**src/rtl/dom_and_pipe.sv**
```systemverilog
// -----------------------------------------------------------------------------
// dom_and_pipe
//   Pipelined domain-oriented-masking (DOM-indep) AND gadget over SHARES shares
//   of WIDTH bits each.  Computes q = a & b share-wise without ever combining
//   cross-domain products before they are resharded and registered.
//
//   Stage 1 registers every product term:
//     term[i][i] = a_i & b_i                      (inner, same domain)
//     term[i][j] = (a_i & b_j) ^ r_{min,max}      (cross, resharded)
//   Stage 2 (output register) folds each row: q_i = XOR_j term[i][j].
//
// Ports
//   clk, rst     clock, synchronous active-high reset
//   in_valid     operand shares valid
//   in_ready     gadget can accept operands (registered state + out_ready)
//   a_sh, b_sh   operand shares, share i at [i*WIDTH +: WIDTH]
//   rand_in      fresh randomness, pair (i<j) lexicographic index k
//                at [k*WIDTH +: WIDTH]
//   rand_valid   rand_in is fresh this cycle (required for accept)
//   out_valid    q_sh valid
//   out_ready    downstream accepts q_sh
//   q_sh         output shares, same packing as a_sh
//   starve_cnt   saturating count of cycles offered but blocked for lack
//                of randomness
//
// Build option
//   DOM_CLEAR_EN  when defined, a stage that empties with nothing entering
//                 has its data registers zeroed in the same cycle.
// -----------------------------------------------------------------------------
module dom_and_pipe #(
    parameter int WIDTH  = 4,
    parameter int SHARES = 2,
    parameter int NRAND  = SHARES * (SHARES - 1) / 2 * WIDTH
) (
    input  logic                      clk,
    input  logic                      rst,
    input  logic                      in_valid,
    output logic                      in_ready,
    input  logic [SHARES*WIDTH-1:0]   a_sh,
    input  logic [SHARES*WIDTH-1:0]   b_sh,
    input  logic [NRAND-1:0]          rand_in,
    input  logic                      rand_valid,
    output logic                      out_valid,
    input  logic                      out_ready,
    output logic [SHARES*WIDTH-1:0]   q_sh,
    output logic [15:0]               starve_cnt
);

    generate
        if (SHARES < 2 || SHARES > 4) begin : g_bad_shares
            $error("dom_and_pipe: SHARES must be 2..4");
        end
        if (NRAND != SHARES * (SHARES - 1) / 2 * WIDTH) begin : g_bad_nrand
            $error("dom_and_pipe: NRAND must not be overridden");
        end
    endgenerate

    localparam int unsigned NS = SHARES;
    localparam int unsigned NT = SHARES * SHARES;

    // Lexicographic index of pair (lo, hi), lo < hi, in the randomness bus.
    function automatic int unsigned pair_idx(input int unsigned lo, input int unsigned hi);
        return lo * (2 * NS - lo - 1) / 2 + (hi - lo - 1);
    endfunction

    logic                    s1_valid;
    logic [WIDTH-1:0]        s1_term   [NT];
    logic [WIDTH-1:0]        term_next [NT];
    logic [SHARES*WIDTH-1:0] q_next;
    logic                    accept;
    logic                    s2_load;
    logic                    starve;

    assign in_ready = !s1_valid || !out_valid || out_ready;
    assign accept   = in_valid && rand_valid && in_ready;
    assign s2_load  = s1_valid && (!out_valid || out_ready);
    assign starve   = in_valid && !rand_valid && in_ready;

    // Diagonal holds the inner product so each output row is a plain XOR
    // over one row of registered terms.
    always_comb begin
        for (int unsigned k = 0; k < NT; k++) begin
            term_next[k] = '0;
        end
        for (int unsigned i = 0; i < NS; i++) begin
            for (int unsigned j = 0; j < NS; j++) begin
                if (i == j) begin
                    term_next[i*NS + j] = a_sh[i*WIDTH +: WIDTH] & b_sh[i*WIDTH +: WIDTH];
                end else begin
                    term_next[i*NS + j] = (a_sh[i*WIDTH +: WIDTH] & b_sh[j*WIDTH +: WIDTH])
                        ^ rand_in[pair_idx((i < j) ? i : j, (i < j) ? j : i)*WIDTH +: WIDTH];
                end
            end
        end
    end

    always_comb begin
        q_next = '0;
        for (int unsigned i = 0; i < NS; i++) begin
            for (int unsigned j = 0; j < NS; j++) begin
                q_next[i*WIDTH +: WIDTH] = q_next[i*WIDTH +: WIDTH] ^ s1_term[i*NS + j];
            end
        end
    end

    always_ff @(posedge clk) begin
        if (rst) begin
            s1_valid   <= 1'b0;
            for (int unsigned k = 0; k < NT; k++) begin
                s1_term[k] <= '0;
            end
            out_valid  <= 1'b0;
            q_sh       <= '0;
            starve_cnt <= '0;
        end else begin
            if (accept) begin
                s1_valid <= 1'b1;
                for (int unsigned k = 0; k < NT; k++) begin
                    s1_term[k] <= term_next[k];
                end
            end else if (s2_load) begin
                s1_valid <= 1'b0;
`ifdef DOM_CLEAR_EN
                for (int unsigned k = 0; k < NT; k++) begin
                    s1_term[k] <= '0;
                end
`endif
            end

            if (s2_load) begin
                out_valid <= 1'b1;
                q_sh      <= q_next;
            end else if (out_ready) begin
                out_valid <= 1'b0;
`ifdef DOM_CLEAR_EN
                if (out_valid) begin
                    q_sh <= '0;
                end
`endif
            end

            if (starve && (starve_cnt != 16'hFFFF)) begin
                starve_cnt <= starve_cnt + 16'd1;
            end
        end
    end

endmodule

```
**config.mk**
```make
export PLATFORM = sky130hd
export DESIGN_NAME = dom_and_pipe
export DESIGN_NICKNAME = d
export VERILOG_FILES = /design/src/rtl/dom_and_pipe.sv
export SDC_FILE = /design/constraint.sdc
export NUM_CORES = 1
export LEC_CHECK = 0
export ABC_AREA = 1
export CORE_UTILIZATION = 50
export CTS_BUF_LIST = sky130_fd_sc_hd__clkbuf_4 sky130_fd_sc_hd__clkbuf_8
export DETAILED_ROUTE_END_ITERATION = 10
export PLACE_DENSITY_LB_ADDON = 0.08
export SLEW_MARGIN = 0
export SYNTH_ARGS = -nofsm -noshare
export SYNTH_HDL_FRONTEND = slang
export SYNTH_SLANG_ARGS = --single-unit
```
**constraint.sdc**
```tcl
create_clock -name clk -period 2.4 [get_ports clk]
set_clock_uncertainty 0.15 [all_clocks]
set_input_delay 0.48 -clock clk [delete_from_list [all_inputs] [get_ports clk]]
set_output_delay 0.48 -clock clk [all_outputs]
set_load 0.1 [all_outputs]
```
==> impl_metrics.json, run 1 <==
{
  "synth_fp_nets": 291,
  "clock_path_buffers": 2,
  "leakagePower_nw": 1.07,
  "critical_path_class": "in -> out",
  "synth_seq_cells": 42,
  "dp_slack_ps": 183,
  "cts_buffers": 5,
  "pin_count": 51,
  "die_w_um": 66.9,
  "crit_chain": "clkdlybuf4s50_1 > inv_1 > nand3_2 > buf_12",
  "hold_viol_final": 0,
  "ys_warn_count": 0,
  "coreArea_um2": 4030,
  "gp_congestion": 0.842,
  "wl_per_cell_um": 11.1,
  "post-dp-hpwl_mm": 3.11,
  "finalPower_mw": 1.46,
  "die_area_um2": 4470,
  "grt_pass1_wl_mm": 6.65,
  "drc": 0,
  "cp.arrival_ps": 1330,
  "cp-end-kind": "output port",
  "syn_area_um2": 2100,
  "ant_nets": 0,
  "cts_resized": 0,
  "most-common-layout-cells": "nand2_1, nor2_1, buf_4",
  "cts_hold_buffers": 0,
  "cts_root_buf": "clkbuf_8",
  "period_share": 0.816,
  "wirelength_mm": 4.11,
  "cts.sinks": 42,
  "critPathRequiredTime_ps": 1770,
  "antenna_cells": 0,
  "drv_slew": 0,
  "start_util": 0.522,
  "fp-row-count": 23,
  "place.port_buffers": 50,
  "drive_gt1_frac": 0.175,
  "max_freq_ghz": 0.511,
  "worst_pin_slew_ps": 505,
  "cp-start-kind": "input pin",
  "path_max_fanout": 3,
  "power.density_nw_per_um2": 541,
  "cts_setup_buffers": 0,
  "final_common_cell": "nand2_1",
  "period_needed_ps": 1960,
  "finalSetupViolations": 0,
  "hold_class": "reg -> reg",
  "outcome": "completed",
  "firstDrtPassIters": 4,
  "slowest_stage": "clkdlybuf4s50_1",
  "htree_num_levels": 2,
  "dieHeight_um": 66.9,
  "grt_max_degree": 22,
  "dr_total_vias": 1869,
  "grt_pass1_vias": 1580,
  "antenna_found_initial": 0,
  "syn_inst": 265,
  "slew_headroom": 0.662,
  "drt-vias-per-instance": 5.05,
  "nets": 345,
  "fin_tns_setup_ps": 0,
  "drv_cap": 0,
  "syn_to_final_growth_pct": 28.2,
  "fill_cells": 342,
  "setup_slack_ps": 443,
  "ys_seq_area_frac": 0.476,
  "ys_types": 25,
  "ir_drop_mv": 0.436,
  "gr-usage-all-layers": 0.199,
  "placedCellCount": 362,
  "clk_pin_slew_ps": 80,
  "insertion_delay_ps": 290,
  "grt-ovfl-total": 0,
  "timing.hold.ws_ps": 364,
  "grt_setup_unrepaired": "no",
  "postSynthAreaPerCell_um2": 7.94,
  "final_cells": 370,
  "drtIter0Drc": 126,
  "slowest_delay_ps": 480,
  "cts_tree": "done"
}
metrics by stage:
stage | instance area [µm²] | util
floorplan | 2110 | -
global placement | 2600 | 0.646
detailed placement | 2600 | 0.646
CTS | 2700 | 0.669
global route | 2700 | 0.669
finish | 2700 | 0.669
critical path: cells and delay by family:
family	cells	cell delay, ps
buffers and inverters	3	720
AND/OR/NAND/NOR	1	110
cells by family after synthesis:
| family | share of synthesized area |
|---|---|
| simple gates | 0.319 |
| flops | 0.476 |
| compound gates | 0.0785 |
| buf+inv | 0.0500 |
| xor+xnor | 0.0708 |
| fa+ha+maj | 0.00595 |
report_power, final:
| part | internal (mW) | switching [mW] |
|---|---|---|
| combinational | 0.0773 | 0.130 |
| clock | 0.231 | 0.240 |
| sequential | 0.765 | 0.0139 |
| total | 1.07 | 0.384 |
final cells by class:
class / instances / area [µm²] / area share
Clock buffer: 6 / 82.6 / 0.0306
Clock inverter: 2 / 12.5 / 0.00464
Inverter: 19 / 71.3 / 0.0265
Multi-Input combinational cell: 199 / 1000 / 0.372
Sequential cell: 42 / 1000 / 0.372
Tap cell: 50 / 62.6 / 0.0232
Timing Repair Buffer: 52 / 463 / 0.172
final timing paths:
check / start / to / slack (ps) / cells after the start
min: s1_valid / out_valid / 360 / 2
max reg2reg: starve_cnt[0] / starve_cnt[8] / 730 / 8
min reg2reg: s1_valid / out_valid / 360 / 2
max: out_ready / in_ready / 440 / 4
synth_stat cells:
master / n / share of area
nor2_4: 3 / 0.016
ha_1: 1 / 0.0059
nand2_1: 61 / 0.11
inv_2: 1 / 0.0018
edfxtp_1: 16 / 0.23
nand4_4: 1 / 0.010
a21oi_1: 22 / 0.052
buf_2: 2 / 0.0048
dfxtp_1: 26 / 0.25
clkinv_1: 2 / 0.0036
clkbuf_2: 1 / 0.0024
o21ai_0: 11 / 0.026
nor2_1: 48 / 0.086
nand3_2: 3 / 0.014
nand4_1: 3 / 0.0089
nand2_2: 4 / 0.012
buf_6: 1 / 0.0054
or2_2: 1 / 0.0030
inv_1: 16 / 0.029
xor2_1: 8 / 0.033
xnor2_1: 9 / 0.037
nor2_2: 5 / 0.015
buf_4: 1 / 0.0036
nor3_1: 2 / 0.0048
nand3_1: 17 / 0.040
flip-flops by register name, summed over array words and instances (netlist names):
signal and cells:
starve_cnt 16, q_sh 8, s1_term 16, out_valid 1, s1_valid 1
routing by layer:
metal | GRT usage | part of all wire | vias up
met2 | 0.337 | 0.49 | 56
met4 | 0.0559 | 0.012 | 0
li1 | - | - | 966
met5 | 0 | 0 | -
met3 | 0.0514 | 0.046 | 5
met1 | 0.248 | 0.45 | 842
Power figures use the tool's default switching activity.
==> run 2, diff against run 1 <==
- CORE_UTILIZATION: 50 -> 46
- clock period: 2.4 -> 1.6 ns (I/O delays scaled with it)
==> run 2 against run 1 <==
Routed wire length increased by 12%; first-iteration DRC count decreased by 23%; register-to-register slack got worse by 680 ps; critical path depth unchanged; core utilization increased by 7.5 points; global-route usage increased by 0.092 points; worst setup slack got worse by 430 ps; design area increased by 21%; flip-flop and latch count unchanged; die area increased by 8.4%; non-clock buffer count increased by 5; total power increased by 73%; highest routed layer unchanged.
==> impl_metrics.json, run 2 (synthesis gave the netlist of run 1 again) <==
{
  "dp_slack_ps": -306,
  "dr_total_vias": 1875,
  "drt-vias-per-instance": 4.96,
  "syn_to_final_growth_pct": 55.1,
  "die_w_um": 69.6,
  "drtIter0Drc": 97,
  "setup_slack_ps": 9.67,
  "dieHeight_um": 69.6,
  "cts_setup_buffers": 0,
  "insertion_delay_ps": 290,
  "coreArea_um2": 4380,
  "grt_max_degree": 22,
  "cp-end-kind": "flop",
  "ir_drop_mv": 0.931,
  "clk_pin_slew_ps": 80,
  "antenna_found_initial": 0,
  "hold_viol_final": 0,
  "gp_congestion": 0.848,
  "critPathRequiredTime_ps": 1450,
  "wl_per_cell_um": 12.2,
  "cp-start-kind": "input pin",
  "pin_count": 51,
  "place.port_buffers": 50,
  "clock_path_buffers": 2,
  "gr-usage-all-layers": 0.200,
  "cts_buffers": 5,
  "period_needed_ps": 1590,
  "cp.arrival_ps": 1440,
  "drc": 0,
  "drv_slew": 0,
  "grt_pass1_vias": 1763,
  "final_common_cell": "nand2_1",
  "critical_path_class": "in -> reg",
  "worst_pin_slew_ps": 255,
  "r2r_cells": 4,
  "post-dp-hpwl_mm": 3.34,
  "wirelength_mm": 4.61,
  "slew_headroom": 0.829,
  "power.density_nw_per_um2": 773,
  "htree_num_levels": 2,
  "finalSetupViolations": 0,
  "hold_class": "in -> reg",
  "drv_cap": 0,
  "start_util": 0.480,
  "timing.hold.ws_ps": 364,
  "fp-row-count": 24,
  "cts_tree": "done",
  "top_regs": "s1_term: 16 flops, starve_cnt: 16 flops, q_sh: 8 flops",
  "placed_area_um2": 3090,
  "outcome": "completed",
  "firstDrtPassIters": 4,
  "crit_chain": "clkdlybuf4s50_1 > inv_1 > nor3_4 > or2_2",
  "path_max_fanout": 8,
  "grt_pass1_wl_mm": 7.69,
  "cts.sinks": 42,
  "die_area_um2": 4850,
  "antenna_cells": 0,
  "grt-ovfl-total": 0,
  "fill_cells": 322,
  "holdPathStages": 4,
  "leakagePower_nw": 1.22,
  "slowest_stage": "clkdlybuf4s50_1",
  "grt_setup_unrepaired": "yes",
  "max_freq_ghz": 0.629,
  "final_area_um2": 3260,
  "cts_root_buf": "clkbuf_8",
  "slowest_delay_ps": 500,
  "period_share": 0.994,
  "drive_gt1_frac": 0.288,
  "ant_nets": 0,
  "most-common-layout-cells": "nand2_1, nor2_1, buf_12",
  "nets": 351
}
==> run 2: repair_timing <==
item | CTS | global route
hold buffers | 0 | 0
gates cloned | 0 | 1
endpoints found under the setup margin | 1 | 33
resized for setup | 3 | 10
pin swaps | 0 | 2
==> run 2: cell type report <==
cell class	count	area (µm²)	share of cell area
tap	52	65.1	0.0199
multi-input combinational	200	1100	0.337
timing repair buffer	57	825	0.253
inverter	19	71.3	0.0219
clock inverter	3	68.8	0.0211
sequential	42	1070	0.327
clock buffer	5	68.8	0.0211
==> run 2: worst max-delay path: cells and delay by family <==
kind / cells / cell delay [ps]
buffers and inverters: 2 / 580
and+or+nand+nor: 2 / 530
==> run 2: stage by stage <==
step	cells	setup TNS, ps	util	power, mW
floorplan	265	-179	-	1.37
CTS	377	0	0.736	2.54
finish	378	0	0.744	2.52
global placement	369	-10810	0.704	1.53
detailed placement	369	-12010	0.704	1.54
global route	378	-7.61	0.744	2.62
==> run 2: worst paths after layout <==
path                            startpoint            end  slack (ps)
worst min-delay path             out_ready      out_valid         360
worst max-delay path              in_valid  s1_term[2][0]          10
worst min register to register    s1_valid      out_valid         370
worst max register to register   out_valid  s1_term[2][0]          50
==> run 2: routing by layer <==
layer  global-route usage  vias up  part of all wire
met3               0.0494        8             0.040
met1                0.226      825              0.42
met2                0.355       57              0.52
met4               0.0911        0             0.020
li1                     -      985                 -
met5                    0        -                 0
==> run 2: power by group <==
part           switching (mW)  internal, mW  total [mW]
registers              0.0311          1.12        1.15
logic                   0.207         0.165       0.372
clock network           0.374         0.625       0.999
==> run 3, diff against run 2 <==
- CTS_CLUSTER_SIZE: unset -> 8
- HOLD_SLACK_MARGIN: unset -> 0.1
==> results of run 3 <==
The final DEF is identical to that of run 2; final timing and power are the same.
